$ cat src/rtl/echo_drain_pkg.sv
// rtl/echo_drain_pkg.sv - shared types and constants for the echo drain
package echo_drain_pkg;

    typedef enum logic [1:0] {
        IDLE = 2'd0,
        WAIT = 2'd1,
        SEND = 2'd2
    } state_t;

    localparam int ECHO_WIDTH_DEFAULT = 32;
    localparam int STATS_W            = 16;

endpackage

$ cat src/rtl/echo_drain_timer.sv
// rtl/echo_drain_timer.sv - loadable down-counter that flags done at zero
module echo_drain_timer #(
    parameter int DELAY_W = 8
) (
    input  logic               CLK,
    input  logic               nRST,
    input  logic               load,
    input  logic [DELAY_W-1:0] load_val,
    output logic               done
);

    logic [DELAY_W-1:0] cnt_r;

    // Load takes priority; otherwise count down and park at zero.
    always_ff @(posedge CLK) begin
        if (!nRST) begin
            cnt_r <= '0;
        end else if (load) begin
            cnt_r <= load_val;
        end else if (cnt_r != '0) begin
            cnt_r <= cnt_r - 1'b1;
        end
    end

    assign done = (cnt_r == '0);

endmodule

$ cat src/rtl/echo_drain.sv
// rtl/echo_drain.sv - pops FIFO words, delays them, offers them as heard indications (optional ECHO_DRAIN_STATS_EN)
module echo_drain
    import echo_drain_pkg::*;
#(
    parameter int WIDTH   = ECHO_WIDTH_DEFAULT,
    parameter int DELAY   = 0,
    parameter int DELAY_W = 8
) (
    input  logic             CLK,
    input  logic             nRST,
    input  logic [WIDTH-1:0] fifo_first,
    input  logic             fifo_first__RDY,
    input  logic             fifo_deq__RDY,
    output logic             fifo_deq__ENA,
    output logic             ind_heard__ENA,
    output logic [WIDTH-1:0] ind_heard_v,
    input  logic             ind_heard__RDY,
    output logic             busy
`ifdef ECHO_DRAIN_STATS_EN
    ,
    output logic [STATS_W-1:0] msg_count,
    output logic [STATS_W-1:0] stall_count
`endif
);

    // A delay that does not fit the counter would silently truncate.
    if (DELAY < 0 || 64'(DELAY) >= (64'd1 << DELAY_W)) begin : g_delay_range
        $error("echo_drain: DELAY does not fit in DELAY_W bits");
    end

    localparam bit NO_DELAY = (DELAY == 0);

    state_t           state_r;
    state_t           state_nx;
    logic [WIDTH-1:0] hold_r;
    logic             avail;
    logic             hold_load;
    logic             timer_load;
    logic             timer_done;

    assign avail = fifo_first__RDY & fifo_deq__RDY;

    if (DELAY > 0) begin : g_timer
        echo_drain_timer #(
            .DELAY_W (DELAY_W)
        ) u_timer (
            .CLK      (CLK),
            .nRST     (nRST),
            .load     (timer_load),
            .load_val (DELAY_W'(DELAY - 1)),
            .done     (timer_done)
        );
    end else begin : g_no_timer
        logic unused_timer_load;
        assign unused_timer_load = timer_load;
        assign timer_done        = 1'b1;
    end

    // State register.
    always_ff @(posedge CLK) begin
        if (!nRST) begin
            state_r <= IDLE;
        end else begin
            state_r <= state_nx;
        end
    end

    // Captures the head word only on the cycle it is popped.
    always_ff @(posedge CLK) begin
        if (!nRST) begin
            hold_r <= '0;
        end else if (hold_load) begin
            hold_r <= fifo_first;
        end
    end

    // Next state and handshakes; a pop in SEND rides on the indication fire for back-to-back flow.
    always_comb begin
        state_nx       = state_r;
        fifo_deq__ENA  = 1'b0;
        ind_heard__ENA = 1'b0;
        hold_load      = 1'b0;
        timer_load     = 1'b0;
        case (state_r)
            IDLE: begin
                if (avail) begin
                    fifo_deq__ENA = 1'b1;
                    hold_load     = 1'b1;
                    timer_load    = 1'b1;
                    state_nx      = NO_DELAY ? SEND : WAIT;
                end
            end
            WAIT: begin
                if (timer_done) begin
                    state_nx = SEND;
                end
            end
            SEND: begin
                ind_heard__ENA = ind_heard__RDY;
                if (ind_heard__RDY) begin
                    if (avail) begin
                        fifo_deq__ENA = 1'b1;
                        hold_load     = 1'b1;
                        timer_load    = 1'b1;
                        state_nx      = NO_DELAY ? SEND : WAIT;
                    end else begin
                        state_nx = IDLE;
                    end
                end
            end
            default: begin
                state_nx = IDLE;
            end
        endcase
        if (!nRST) begin
            fifo_deq__ENA  = 1'b0;
            ind_heard__ENA = 1'b0;
            hold_load      = 1'b0;
            timer_load     = 1'b0;
        end
    end

    assign ind_heard_v = (nRST && state_r == SEND) ? hold_r : '0;
    assign busy        = nRST && (state_r != IDLE);

`ifdef ECHO_DRAIN_STATS_EN
    // Message count wraps; stall count saturates.
    always_ff @(posedge CLK) begin
        if (!nRST) begin
            msg_count   <= '0;
            stall_count <= '0;
        end else begin
            if (ind_heard__ENA) begin
                msg_count <= msg_count + 1'b1;
            end
            if (state_r == SEND && !ind_heard__RDY && stall_count != '1) begin
                stall_count <= stall_count + 1'b1;
            end
        end
    end
`endif

endmodule

$ cat config.mk
export PLATFORM = sky130hd
export DESIGN_NAME = echo_drain
export DESIGN_NICKNAME = d
export VERILOG_FILES = /design/src/rtl/echo_drain_pkg.sv /design/src/rtl/echo_drain_timer.sv /design/src/rtl/echo_drain.sv
export SDC_FILE = /design/constraint.sdc
export NUM_CORES = 1
export LEC_CHECK = 0
export ABC_AREA = 0
export CAP_MARGIN = 20
export CORE_MARGIN = 2
export CORE_UTILIZATION = 39
export CTS_BUF_LIST = sky130_fd_sc_hd__clkbuf_4
export DETAILED_ROUTE_END_ITERATION = 10
export PLACE_DENSITY = 0.79
export SKIP_LAST_GASP = 1
export SYNTH_ARGS = -nofsm -noshare
export SYNTH_HDL_FRONTEND = slang
export SYNTH_SLANG_ARGS = --single-unit
$ cat constraint.sdc
create_clock -name CLK -period 1.3 [get_ports CLK]
set_input_delay 0.325 -clock CLK [delete_from_list [all_inputs] [get_ports CLK]]
set_output_delay 0.325 -clock CLK [all_outputs]
set_load 0.01 [all_outputs]
Yosys cells after proc, flatten, opt, wreduce, memory -nomap -nowiden:

Cells that the tools add are included.

* register bits after elaboration: 34
* bits of input ports: 37
* word-level logic and storage cells: 23

* equal/unequal tests: 4
* multiplexer cells: 11
* bitwise gates (word level): 1
* reduce and logical (&&, ||, !) cells: 5

Operators by type and width (count)
* $mux W32: 1
* $mux W2: 3
* $pmux W2 S3: 1
* $mux W1: 5
* $ne A2 B2 Y1 const B: 2
* $eq A2 B1 Y1 const B: 1
* $eq A2 B2 Y1 const B: 1
* $logic_and A1 B1 Y1: 2
* $logic_not A2 Y1: 1
* $pmux W1 S2: 1
* $reduce_and A2 Y1: 1
* $reduce_bool A2 Y1: 1
* $and A1 B1 Y1: 1

Longest topological paths before layout:

* depth after elaboration: 5
* depth in mapped cells: 5

Worst setup path after synthesis:

OpenSTA, ideal clock, no wires.

* path type: in2out
* from: input ind_heard__RDY
* to: output fifo_deq__ENA
* data arrival time: 1028 ps
* required time: 975 ps
* setup slack: -53 ps
* cell stages on the path: 5
* path buffers: 2
* cell sequence: nand2b_1 > nor2b_4 > buf_6 > buf_12 > and2_1

* cells in the longest elaborated chain, start to end: 3

Ends and longest elaborated chain
* start, declared: line echo_drain.sv:17 `input logic ind_heard__RDY,`
* $mux W1: line echo_drain.sv:100 `if (ind_heard__RDY) begin`
* $pmux W1 S2: line echo_drain.sv:84 `case (state_r)`
* $mux W1: line echo_drain.sv:115 `if (!nRST) begin`
* end, declared: line echo_drain.sv:14 `output logic fifo_deq__ENA,`

Every way passes these cells.

Worst setup path after layout:

* from: register state_r[1]
* to: output fifo_deq__ENA

* cells in the longest elaborated chain, start to end: 3

Ends and longest elaborated chain
* start, declared: line echo_drain.sv:33 `state_t state_r;`
* start signal, assigned: line echo_drain.sv:64 `state_r <= state_nx;`
* $eq A2 B2 Y1 / $logic_not A2 Y1 (equally long branches): line echo_drain.sv:84
* $pmux W1 S2 (*): line echo_drain.sv:84
* $mux W1 (*): line echo_drain.sv:115

Mark *: on every way between the ends. The rest lies on a longest branch, timed or not.

==> flow_summary_export.csv <==
group,metric,value,unit
timing,slew_viol_final,0,
timing,fin_crit_sh,1.236,
pwr,power,2.046,mW
placed_design,port_buffers,71,
die,die_w,68.06,µm
drt,drt_pre_antenna_iters,4,
finish,drive_above_1_share,0.2836,
clocking,clock-root-buffer,"clkbuf_4",
timing,fin_ws,-0.3070,ns
worst_setup_path,cp.required,0.98,ns
finish,design_area,2640,µm²
pwr,vdd_drop_max,0.0004465,V
worst_setup_path,ff2ff_path_depth,6,
synthesis,synth.distinct_cells,15,
placed_design,dp.cells,311,
drt,routed_wl,4.177,mm
finish,finalNonFillerCells,325,
outcome,status,"finished with violations",
drt,wl_met2,2.045,mm
timing,min_period,1.607,ns
synthesis,syn-num-nets,223,
worst_setup_path,r2r_setup_slack,0,ns
placed_design,gp_congestion,0.6588,
finish,ff_latch_area,664.4,µm²
clocking,cts_buffer_depth,2,
placed_design,hpwl,2.619,mm
timing,maxSlewHeadroom,0.8990,
synthesis,yosys.area.top_type,"dfxtp_1",
worst_setup_path,arrival,1.28,ns
synthesis,synth_most_common_cell,"nand2_1",
synthesis,synth_warnings,0,
clocking,cts_tree,"done",
pwr,power_density,775.1,nW/µm²
timing,setup_viol,36,
pwr,sequentialPowerShare,0.532,
die,dieArea,4631,µm²
die,fp.dieH,68.06,µm
synthesis,synthTopCellsByArea,"dfxtp_1 (41%), mux2i_1 (20%), nand2_1 (15%)",
synthesis,yosys-top-cells-count,"nand2_1 (64), dfxtp_1 (33), and3_1 (32), mux2i_1 (32), clkbuf_1 (12)",
min_path,hp-class,"input pin to flip-flop",
pwr,p_comb_frac,0.203,
timing,fin_setup_tns,-8.898,ns
finish,multi_input_area,832.0,µm²
synthesis,seq_area_frac_synth,0.4128,
placed_design,dp_slack,-0.7581,ns
pwr,power.leakage,1.202,nW
die,ios,72,
pwr,netSwitchingPower,512.1,µW
synthesis,ys.flop_type,"dfxtp_1",
outcome,violations,"setup timing",
worst_setup_path,cp-endpoint,"fifo_deq__ENA",
pwr,clkPwrFrac,0.265,
die,std_cell_rows,23,
placed_design,placed_cell_area,2445,µm²
clocking,clkSinkCount,33,
drt,drc,0,
timing,hold_viol,0,
timing,rsz0062_at_grt,"true",
grt,grt_pass1_wl,6.009,mm
drt,route.met3.wl,226,µm
worst_setup_path,end_kind,"primary output",
drt,vias,1536,
synthesis,synth_top_area_frac,0.4128,
clocking,postCtsHoldBufs,0,
worst_setup_path,path_class,"flip-flop to primary output",
finish,final_util,0.6648,
drt,drtIter0Drc,39,
die,core,3971,µm²
synthesis,synth_edf_count,0,
die,start_util,0.4030,
synthesis,synth_area,1600,µm²
drt,vias_per_cell,4.726,
synthesis,synthCells,186,
finish,finalNetCount,312,
pwr,swShare,0.2503,
timing,worst_pin_slew,0.1486,ns
worst_setup_path,worstPathMaxFanout,4,
timing,fmax,622.3,MHz
grt,grt_overflow_total,0,
clocking,clock_latency,0.33,ns
clocking,clk_pin_slew_worst_paths,0.09,ns
drt,wl_met1,1.852,mm
grt,grt_usage,0.1725,
worst_setup_path,rr_endpoint,"hold_r[14]",
finish,fillers,342,
run,maxCapViolCount,0,
timing,fin_skew,0.004920,ns
finish,num_antenna_cells,0,
timing,hold_slack,0.4223,ns
synthesis,synth-seq-cells,33,
finish,syn_to_final_growth,64.97,%
clocking,cts_htree_levels,2,
grt,grt_pass1_vias,1373,
grt,grt_max_degree,39,
drt,ant_nets,0,
pwr,internal_power,1.534,mW
drt,routedWlPerCell,12.85,µm
synthesis,syn_avg_cell_area,8.604,µm²
worst_setup_path,critPathLaunch,"state_r[1]",
synthesis,synthArstFlopShare,0,
drt,routed.top_layer,"met4",
worst_setup_path,timing.rr.start,"state_r[1]",
grt,antenna_found_initial,0,
clocking,cts_buffers,5,
worst_setup_path,start_kind,"flip-flop",
worst max-delay path: stages, from the launching register on:
cell and delay [ns]:
dfxtp_4 0.38, buf_6 0.12, nand2b_4 0.05, nor2b_4 0.16, and2_4 0.15, buf_6 0.09
how the worst min path moves through the flow:
stage / from / to / slack [ns] / depth (start not counted)
floorplan: hold_r[20] / hold_r[20] / 0.43 / 2
global placement: hold_r[23] / hold_r[23] / 0.44 / 2
CTS: ind_heard__RDY / state_r[1] / 0.42 / 3
global route: ind_heard__RDY / state_r[1] / 0.44 / 3
detailed placement: hold_r[31] / hold_r[31] / 0.45 / 2
finish: ind_heard__RDY / state_r[1] / 0.42 / 3
placed cells by master (no fill, tap or decap), types with 3 or more instances in the layout:
cell and count:
nand2_1 64, clkdlybuf4s50_1 34, and3_1 32, dfxtp_1 32
mux2i_1 31, clkdlybuf4s15_2 29, buf_4 20, clkbuf_4 6
buf_2 5, buf_6 5, buf_12 3
kinds of logic after synthesis:
| group | synth area share |
|---|---|
| compound gates | 0.004693 |
| mux | 0.2002 |
| buf+inv | 0.07818 |
| simple gates | 0.3041 |
| flops | 0.4128 |
sequential cells by signal, summed over array words and instances (netlist names):
signal / count
hold_r: 32
state_r: 1
final cells by class:
cell class / count / area share
repair buffers: 100 / 0.3910
well taps: 50 / 0.02370
clock inverters: 1 / 0.001422
flip-flops and latches: 33 / 0.2517
clock buffers: 6 / 0.01706
multi-input cells: 135 / 0.3152
power by group through the flow:
| stage | sequential [mW] | clock (mW) | combinational, mW |
|---|---|---|---|
| final | 1.09 | 0.543 | 0.414 |
| after CTS | 1.09 | 0.562 | 0.371 |
| after floorplan | 1.11 | 0 | 0.189 |
| after global routing | 1.09 | 0.609 | 0.450 |
| after global placement | 1.11 | 0 | 0.363 |
| after detailed placement | 1.11 | 0 | 0.370 |
layer usage:
layer  vias to the layer above  GRT usage
li1                        795          -
met1                       687     0.2016
met2                        47     0.2937
met3                         7    0.05592
met4                         0    0.06250
met5                         -          0
repair_timing:
item / CTS / global route
pin swaps: 0 / 0
gates cloned: 0 / 3
setup endpoints to repair: 67 / 67
gates resized for setup: 115 / 10
buffers inserted: 1 / 3
hold endpoints to repair: 0 / 0
No activity file was read; power rests on OpenSTA's default activity.
